$ cat src/rtl/jstk_move_if.sv
// Move-command bus between the joystick front end and the 2048 board-update logic.
interface jstk_move_if;
  logic [2:0]  dir;
  logic        move_ready;
  logic        move_valid;
  logic [1:0]  move_dir;
  logic        armed;
  logic [15:0] move_count;

  modport master (
    output dir, move_ready,
    input  move_valid, move_dir, armed, move_count
  );

  modport slave (
    input  dir, move_ready,
    output move_valid, move_dir, armed, move_count
  );
endinterface

$ cat src/rtl/jstk_move_gen.sv
// Debounced joystick-to-move generator: one move per deflection, re-armed by centre.
// Optional auto-repeat while a deflection is held: define JSTK_AUTO_REPEAT_EN.
module jstk_move_gen #(
  parameter int unsigned STABLE_CYCLES = 1_000_000,
  parameter int unsigned REPEAT_CYCLES = 50_000_000,
  parameter int unsigned CNT_W         = 26
) (
  input  logic        clk,
  input  logic        rst_n,
  jstk_move_if.slave  bus
);
  localparam int unsigned DIR_W   = 3;
  localparam int unsigned MOVE_W  = 2;
  localparam int unsigned COUNT_W = 16;
  localparam logic [DIR_W-1:0] CODE_CENTRE = DIR_W'(4);
  localparam logic [CNT_W-1:0] STABLE_MAX  = CNT_W'(STABLE_CYCLES);

  typedef enum logic [1:0] {WAIT_CENTER, IDLE, ISSUE, RELEASE} state_e;

  if (STABLE_CYCLES == 0 || 64'(STABLE_CYCLES) >= (64'd1 << CNT_W) ||
      64'(REPEAT_CYCLES) >= (64'd1 << CNT_W)) begin : g_bad_cfg
    $error("jstk_move_gen: STABLE_CYCLES/REPEAT_CYCLES do not fit CNT_W");
  end

  state_e              state_q, state_d;
  logic [DIR_W-1:0]    dir_q, dir_d, dir_prev_q;
  logic [CNT_W-1:0]    cnt_q, cnt_d;
  logic                move_valid_q, move_valid_d;
  logic [MOVE_W-1:0]   move_dir_q, move_dir_d;
  logic                armed_q, armed_d;
  logic [COUNT_W-1:0]  move_count_q, move_count_d;
  logic                stable_c;
  logic                handshake_c;
  logic                rep_hit_c;

  // Input stage and stability counter; stable needs the code unchanged for a full window
  always_comb begin
    dir_d = (bus.dir > CODE_CENTRE) ? CODE_CENTRE : bus.dir;
    cnt_d = cnt_q;
    if (dir_q != dir_prev_q)     cnt_d = '0;
    else if (cnt_q < STABLE_MAX) cnt_d = cnt_q + CNT_W'(1);
  end

  assign stable_c    = (cnt_q == STABLE_MAX) && (dir_q == dir_prev_q);
  assign handshake_c = move_valid_q && bus.move_ready;

`ifdef JSTK_AUTO_REPEAT_EN
  localparam logic [CNT_W-1:0] REPEAT_LAST = CNT_W'(REPEAT_CYCLES - 1);
  logic [CNT_W-1:0] rep_q, rep_d;

  // Repeat timer runs only while the last issued move stays stably held in RELEASE
  always_comb begin
    rep_d     = '0;
    rep_hit_c = 1'b0;
    if (state_q == RELEASE && stable_c && dir_q == {1'b0, move_dir_q}) begin
      if (rep_q >= REPEAT_LAST) rep_hit_c = 1'b1;
      else                      rep_d     = rep_q + CNT_W'(1);
    end
  end

  always_ff @(posedge clk or negedge rst_n) begin
    if (!rst_n) rep_q <= '0;
    else        rep_q <= rep_d;
  end
`else
  assign rep_hit_c = 1'b0;
`endif

  always_ff @(posedge clk or negedge rst_n) begin
    if (!rst_n) state_q <= WAIT_CENTER;
    else        state_q <= state_d;
  end

  always_comb begin
    state_d = state_q;
    unique case (state_q)
      WAIT_CENTER: if (stable_c && dir_q == CODE_CENTRE) state_d = IDLE;
      IDLE:        if (stable_c && dir_q != CODE_CENTRE) state_d = ISSUE;
      ISSUE:       if (handshake_c)                      state_d = RELEASE;
      RELEASE: begin
        if (stable_c && dir_q == CODE_CENTRE) state_d = IDLE;
        else if (rep_hit_c)                   state_d = ISSUE;
      end
      default:                                           state_d = WAIT_CENTER;
    endcase
  end

  // Outputs follow the next state so they change on the same edge as the FSM
  always_comb begin
    move_valid_d = (state_d == ISSUE);
    armed_d      = (state_d == IDLE);
    move_dir_d   = move_dir_q;
    move_count_d = move_count_q;
    if (state_q == IDLE && state_d == ISSUE) move_dir_d   = dir_q[MOVE_W-1:0];
    if (handshake_c)                         move_count_d = move_count_q + COUNT_W'(1);
  end

  always_ff @(posedge clk or negedge rst_n) begin
    if (!rst_n) begin
      dir_q        <= CODE_CENTRE;
      dir_prev_q   <= CODE_CENTRE;
      cnt_q        <= '0;
      move_valid_q <= 1'b0;
      move_dir_q   <= '0;
      armed_q      <= 1'b0;
      move_count_q <= '0;
    end else begin
      dir_q        <= dir_d;
      dir_prev_q   <= dir_q;
      cnt_q        <= cnt_d;
      move_valid_q <= move_valid_d;
      move_dir_q   <= move_dir_d;
      armed_q      <= armed_d;
      move_count_q <= move_count_d;
    end
  end

  assign bus.move_valid = move_valid_q;
  assign bus.move_dir   = move_dir_q;
  assign bus.armed      = armed_q;
  assign bus.move_count = move_count_q;
endmodule
$ cat src/flat_wrapper.sv
// flat-port wrapper written by rule: the top's interface ports become plain ports
module jstk_move_gen_flat 
#(
  parameter int unsigned STABLE_CYCLES = 1_000_000,
  parameter int unsigned REPEAT_CYCLES = 50_000_000,
  parameter int unsigned CNT_W         = 26
)
  (clk, rst_n, bus_dir, bus_move_ready, bus_move_valid, bus_move_dir, bus_armed, bus_move_count);
  jstk_move_if bus_i ();
  input  logic clk;
  input  logic rst_n;
  input wire logic [$bits(bus_i.dir)-1:0] bus_dir;
  input wire logic [$bits(bus_i.move_ready)-1:0] bus_move_ready;
  output wire logic [$bits(bus_i.move_valid)-1:0] bus_move_valid;
  output wire logic [$bits(bus_i.move_dir)-1:0] bus_move_dir;
  output wire logic [$bits(bus_i.armed)-1:0] bus_armed;
  output wire logic [$bits(bus_i.move_count)-1:0] bus_move_count;
  assign bus_i.dir = bus_dir;
  assign bus_i.move_ready = bus_move_ready;
  assign bus_move_valid = bus_i.move_valid;
  assign bus_move_dir = bus_i.move_dir;
  assign bus_armed = bus_i.armed;
  assign bus_move_count = bus_i.move_count;
  jstk_move_gen #(.STABLE_CYCLES(STABLE_CYCLES), .REPEAT_CYCLES(REPEAT_CYCLES), .CNT_W(CNT_W)) u_core (.clk(clk), .rst_n(rst_n), .bus(bus_i));
endmodule
$ cat config.mk
export PLATFORM = sky130hd
export DESIGN_NAME = jstk_move_gen_flat
export DESIGN_NICKNAME = d
export VERILOG_FILES = /design/src/rtl/jstk_move_if.sv /design/src/rtl/jstk_move_gen.sv /design/src/flat_wrapper.sv
export SDC_FILE = /design/constraint.sdc
export NUM_CORES = 1
export LEC_CHECK = 0
export ABC_CLOCK_PERIOD_IN_PS = 2890
export CELL_PAD_IN_SITES_DETAIL_PLACEMENT = 0
export CELL_PAD_IN_SITES_GLOBAL_PLACEMENT = 2
export CORE_MARGIN = 2
export CORE_UTILIZATION = 30
export CTS_BUF_LIST = sky130_fd_sc_hd__clkbuf_8
export DETAILED_ROUTE_END_ITERATION = 12
export GPL_ROUTABILITY_DRIVEN = 0
export GPL_TIMING_DRIVEN = 0
export PLACE_DENSITY = 0.64
export SYNTH_ARGS = -nofsm -noshare
export SYNTH_HDL_FRONTEND = slang
export SYNTH_SLANG_ARGS = --single-unit
$ cat constraint.sdc
create_clock -name clk -period 2.89 [get_ports clk]
set_input_delay 0.289 -clock clk [delete_from_list [all_inputs] [get_ports clk]]
set_output_delay 0.289 -clock clk [all_outputs]
set_load 0.03 [all_outputs]
After elaboration in Yosys (flattened, before gate mapping)
Cells that the tools add are included.
{ "word_totals": {"regBits": 54, "output_inout_bits": 20, "wordCells": 37, "inputBits": 6} }
{ "op_classes": {"n_reduce_logical": 8, "n_addsub": 2, "order_cmp": 2, "n_eq_ne": 10, "mux": 7} }
{ "op_table": {"columns": ["operator", "n"], "rows": [
  ["$mux W26", 2],
  ["$add A26 B1 Y26 const B", 1],
  ["$eq A26 B20 Y1 const B", 1],
  ["$lt A26 B20 Y1 const B", 1],
  ["$add A16 B1 Y16 const B", 1],
  ["$eq A2 B2 Y1 const B", 3],
  ["$mux W2", 3],
  ["$pmux W2 S3", 1],
  ["$logic_and A1 B1 Y1", 5],
  ["$eq A2 B1 Y1 const B", 2],
  ["$eq A3 B3 Y1", 1],
  ["$eq A3 B3 Y1 const B", 1],
  ["$gt A3 B3 Y1 const B", 1],
  ["$mux W3", 1],
  ["$ne A3 B3 Y1", 1],
  ["$ne A3 B3 Y1 const B", 1],
  ["$logic_not A2 Y1", 1],
  ["$reduce_bool A2 Y1", 1],
  ["$reduce_or A2 Y1", 1]
]} }

Logic depth before layout (Yosys ltp)
{ "depth": {"ltp_word": 7, "ltp_mapped": 9, "ltp_nobuf": 9} }

Worst setup path before layout
OpenSTA, ideal clock, no wires.
{ "synth_timing": {"path_kind": "register -> register", "from": "register u_core.cnt_q[0]", "to": "register u_core.move_dir_q[0], in the netlist u_core.bus.move_dir[0]", "arrival_time_ns": 2.391, "setup_time_ns": 0.128, "path_slack_ns": 0.371, "required_ns": 2.762, "period_less_slack_ns": 2.519, "path_stages_with_launch": 10, "path_buffers": 0, "cell_sequence": "dfrtp_1 -> inv_1 -> ha_1 -> or4b_1 -> nor3b_2 -> nand4b_1 -> o31a_2 -> nor3_4 -> nand3_2 -> mux2_1"} }
{ "synth_between": {"elab_chain_cells": 7, "word_cells_on_any_way": 9, "cone_classes": "eq/ne: 2; mux: 3; reduce/logical: 4"} }
{ "synth_rtl": {"columns": ["item", "line_no", "rtl"], "rows": [
  ["start, declared", "jstk_move_gen.sv:27", "logic [CNT_W-1:0] cnt_q, cnt_d;"],
  ["start signal, assigned", "jstk_move_gen.sv:110", "cnt_q <= cnt_d;"],
  ["$eq A26 B20 Y1 *", "jstk_move_gen.sv:44", "assign stable_c = (cnt_q == STABLE_MAX) && (dir_q == dir_prev_q);"],
  ["$logic_and A1 B1 Y1 *", "jstk_move_gen.sv:44", null],
  ["$logic_and A1 B1 Y1 (on tied branches)", "jstk_move_gen.sv:77, jstk_move_gen.sv:81, jstk_move_gen.sv:78", null],
  ["$mux W2 (on tied branches)", "jstk_move_gen.sv:81, jstk_move_gen.sv:78", null],
  ["$pmux W2 S3 *", "jstk_move_gen.sv:76", "unique case (state_q)"],
  ["$eq A2 B2 Y1 *", "jstk_move_gen.sv:94", "if (state_q == IDLE && state_d == ISSUE) move_dir_d = dir_q[MOVE_W-1:0];"],
  ["$logic_and A1 B1 Y1 *", "jstk_move_gen.sv:94", null],
  ["end signal, assigned", "jstk_move_gen.sv:112", "move_dir_q <= move_dir_d;"],
  ["end, declared", "jstk_move_gen.sv:29", "logic [MOVE_W-1:0] move_dir_q, move_dir_d;"]
]} }
Mark *: on every way between the ends. The rest lies on a longest branch, timed or not.
A chain may end at the register's enable or synchronous reset.

Final worst setup path
{ "layout_timing": {"from": "register u_core.cnt_q[0]", "to": "register u_core.move_dir_q[1], in the netlist u_core.bus.move_dir[1]"} }
{ "layout_between": {"elab_chain_cells": 7, "word_cells_on_any_way": 9, "cone_classes": "eq/ne: 2; mux: 3; reduce/logical: 4"} }
{ "layout_rtl": {"columns": ["item", "line_no", "rtl"], "rows": [
  ["$eq A26 B20 Y1 *", "jstk_move_gen.sv:44", null],
  ["$logic_and A1 B1 Y1 *", "jstk_move_gen.sv:44", null],
  ["$logic_and A1 B1 Y1 (on tied branches)", "jstk_move_gen.sv:77, jstk_move_gen.sv:81, jstk_move_gen.sv:78", null],
  ["$mux W2 (on tied branches)", "jstk_move_gen.sv:81, jstk_move_gen.sv:78", null],
  ["$pmux W2 S3 *", "jstk_move_gen.sv:76", null],
  ["via u_core.state_d[1]", "jstk_move_gen.sv:25", "state_e state_q, state_d;"],
  ["$eq A2 B2 Y1 *", "jstk_move_gen.sv:94", null],
  ["$logic_and A1 B1 Y1 *", "jstk_move_gen.sv:94", null]
]} }
Mark *: on every way through the listed nets, which the timed path passes. The rest lies on a longest branch.

==> flow_summary.json <==
{
  "hp-class": "reg2reg",
  "core_um2": 8180,
  "clock_skew_ns": 0.00695,
  "synth-edff-count": 0,
  "startpoint_type": "flip-flop",
  "worstPathRequired_ns": 3.08,
  "layout_common_cells": "52 x dfrtp_1, 35 x nor2_1, 29 x xnor2_1",
  "die_area_um2": 9160,
  "track_usage": 0.114,
  "initial_utilization": 0.309,
  "die_h_um": 95.7,
  "viasPerCell": 4.51,
  "synth.distinct_cells": 45,
  "path_clk_slew_ns": 0.09,
  "maxSlewHeadroom": 0.523,
  "io_pins": 26,
  "worst_ir_drop_vdd_uv": 240,
  "antenna_found_initial": 0,
  "synthesis.nets": 250,
  "cp.arrival_ns": 2.91,
  "p_comb_frac": 0.050,
  "synth_area_per_cell_um2": 10.6,
  "cap_violations": 0,
  "grt_max_degree": 35,
  "setup_viol": 0,
  "finalCritPeriodShare": 0.938,
  "multi_input_area_um2": 1120,
  "ys_seq_area_frac": 0.537,
  "p_sw_frac": 0.231,
  "status": "finished clean",
  "final_antenna_net_count": 0,
  "cts_tree": "done",
  "portBuffers": 25,
  "power.switching_mw": 0.286,
  "dr.pass1.iters": 4,
  "yosysTopAreaCell": "dfrtp_1",
  "final_common_cell": "dfrtp_1",
  "cts_buffer_depth": 2,
  "cts_sinks": 54,
  "drt_first_iter_violations": 41,
  "fmax_ghz": 0.369,
  "syn-cell-area_um2": 2520,
  "async_reset_ff_frac": 1.00,
  "path_max_fanout": 4,
  "drive_gt1_frac": 0.0906,
  "grt_pass1_vias": 1661,
  "seqCellArea_um2": 1350,
  "wl_mm": 4.67,
  "synth-seq-cells": 54,
  "clk_root_buffer_cell": "clkbuf_8",
  "hold_ws_ns": 0.390,
  "cts_made_buffers": 5,
  "rows": 33,
  "worstSetupPathType": "reg2reg",
  "finalCriticalPeriod_ns": 2.71,
  "nNetsFinal": 287,
  "vias": 1718,
  "wl_per_cell_um": 12.2,
  "end_kind": "flip-flop",
  "hpwl_mm": 3.37,
  "synth_ff_type": "dfrtp_1",
  "diodes": 0,
  "synthCells": 238,
  "drv_slew": 0,
  "grt_overflow": 0,
  "area_growth_pct": 21.3,
  "hold_viol_final": 0,
  "utilization": 0.374,
  "p_per_area_nw_per_um2": 404,
  "power.leakage_nw": 1.28,
  "nFillCells": 854,
  "route.detailed.drc": 0,
  "rsz0062_at_grt": "false",
  "synth_top_area_frac": 0.516,
  "tightest_slew_ns": 0.713,
  "grt_pass1_wl_mm": 8.07,
  "power.share.sequential": 0.620,
  "clock_latency_ns": 0.30,
  "h-tree-depth": 2,
  "yosys_warnings": 0,
  "internal-power_mw": 0.951,
  "post_synth_main_area_contributors": "dfrtp_1 52%, xnor2_1 10%, nor2_1 5.2%",
  "die_w_um": 95.7,
  "power_frac_clock": 0.330
}
## cell usage after synthesis, types with 2 or more instances
cell,count
inv_1,16
clkbuf_1,4
nor3_1,8
and4_1,3
nor2_1,35
dfstp_2,2
nand4_1,4
a21oi_1,3
and2_1,3
nor2b_1,3
nor4_1,5
nand2_1,12
o21ai_0,2
dfrtp_1,52
xnor2_1,29
ha_1,6
xor2_1,5
and3_1,5
nand3_1,14
mux2_1,2
## worst paths after layout
path	depth (start not counted)	slack, ns	from	end
max in group asynchronous	3	1.80	rst_n	u_core.dir_prev_q[2]
min in group asynchronous	2	0.47	rst_n	u_core.bus.move_count[6]
worst max register to register	9	0.18	u_core.cnt_q[0]	u_core.bus.move_dir[1]
worst max-delay path	9	0.18	u_core.cnt_q[0]	u_core.bus.move_dir[1]
worst min register to register	0	0.39	u_core.dir_q[2]	u_core.dir_prev_q[2]
worst min-delay path	0	0.39	u_core.dir_q[2]	u_core.dir_prev_q[2]
## sequential cells by signal, summed over array words and instances (netlist names)
| name | flops |
|---|---|
| u_core.bus.move_count | 16 |
| u_core.dir_prev_q | 3 |
| u_core.cnt_q | 26 |
| u_core.bus.move_dir | 2 |
| u_core.bus.move_valid | 1 |
| u_core.bus.armed | 1 |
| u_core.state_q | 2 |
| u_core.dir_q | 3 |
## what timing repair did
action                                 4_1_cts  5_1_grt
setup buffers                                0        3
hold buffers                                 1        0
endpoints found under the hold margin       20        0
resized for setup                            0        4
setup endpoints to repair                    0        2
## cell type report
cell class	count	area share
repair buffers	30	0.0973
clock buffers	5	0.0225
flip-flops and latches	54	0.443
multi-input cells	164	0.365
well taps	105	0.0429
clock inverters	3	0.00491
plain buffers	4	0.00491
inverters	16	0.0196
## power groups by stage
stage	combinational, mW	sequential [mW]	clock [mW]
final	0.0618	0.767	0.408
after global routing	0.0728	0.769	0.460
after CTS	0.0615	0.769	0.434
after detailed placement	0.0603	0.784	0
after global placement	0.0583	0.784	0
after floorplan	0.0247	0.782	0
## cells by family (layout without fill, tap and decap cells)
kind of cell | count (synthesis) | in the layout | share of synthesized area
multiplexers | 4 | 4 | 0.0174
flip-flops | 54 | 54 | 0.537
AND/OR/NAND/NOR | 108 | 108 | 0.236
AO/OA/AOI/OAI | 12 | 12 | 0.0322
adder cells (fa/ha/maj) | 6 | 6 | 0.0298
buffers and inverters | 20 | 58 | 0.0298
XOR/XNOR | 34 | 34 | 0.118
## layer usage
layer / share of wire / GRT usage / vias up / routed length (um)
li1: - / - / 876 / -
met5: 0 / 0 / - / 0
met1: 0.49 / 0.151 / 812 / 2300
met3: 0.035 / 0.0258 / 5 / 163
met4: 0.011 / 0.0357 / 0 / 51
met2: 0.46 / 0.184 / 25 / 2150
## worst max-delay path, cell delays in order (launching register included)
cell and delay [ns]:
dfrtp_1 0.39, inv_1 0.09, ha_1 0.15, or4b_1 0.47
nor3b_2 0.20, nand4b_1 0.23, or3b_4 0.45, a21oi_4 0.19
nand3_2 0.11, mux2_1 0.32
## per-stage QoR
stage	instances	power, mW	worst slack (ns)	TNS [ns]	area, um^2
2_1_floorplan	238	0.807	0.371	0	2520
3_3_place_gp	368	0.842	-0.325	-16.67	2900
3_5_place_dp	369	0.844	0.0862	0	2920
4_1_cts	378	1.26	0.0779	0	3010
5_1_grt	381	1.30	0.00898	0	3060
6_report	381	1.24	0.178	0	3060
(Power assumes the default switching activity.)
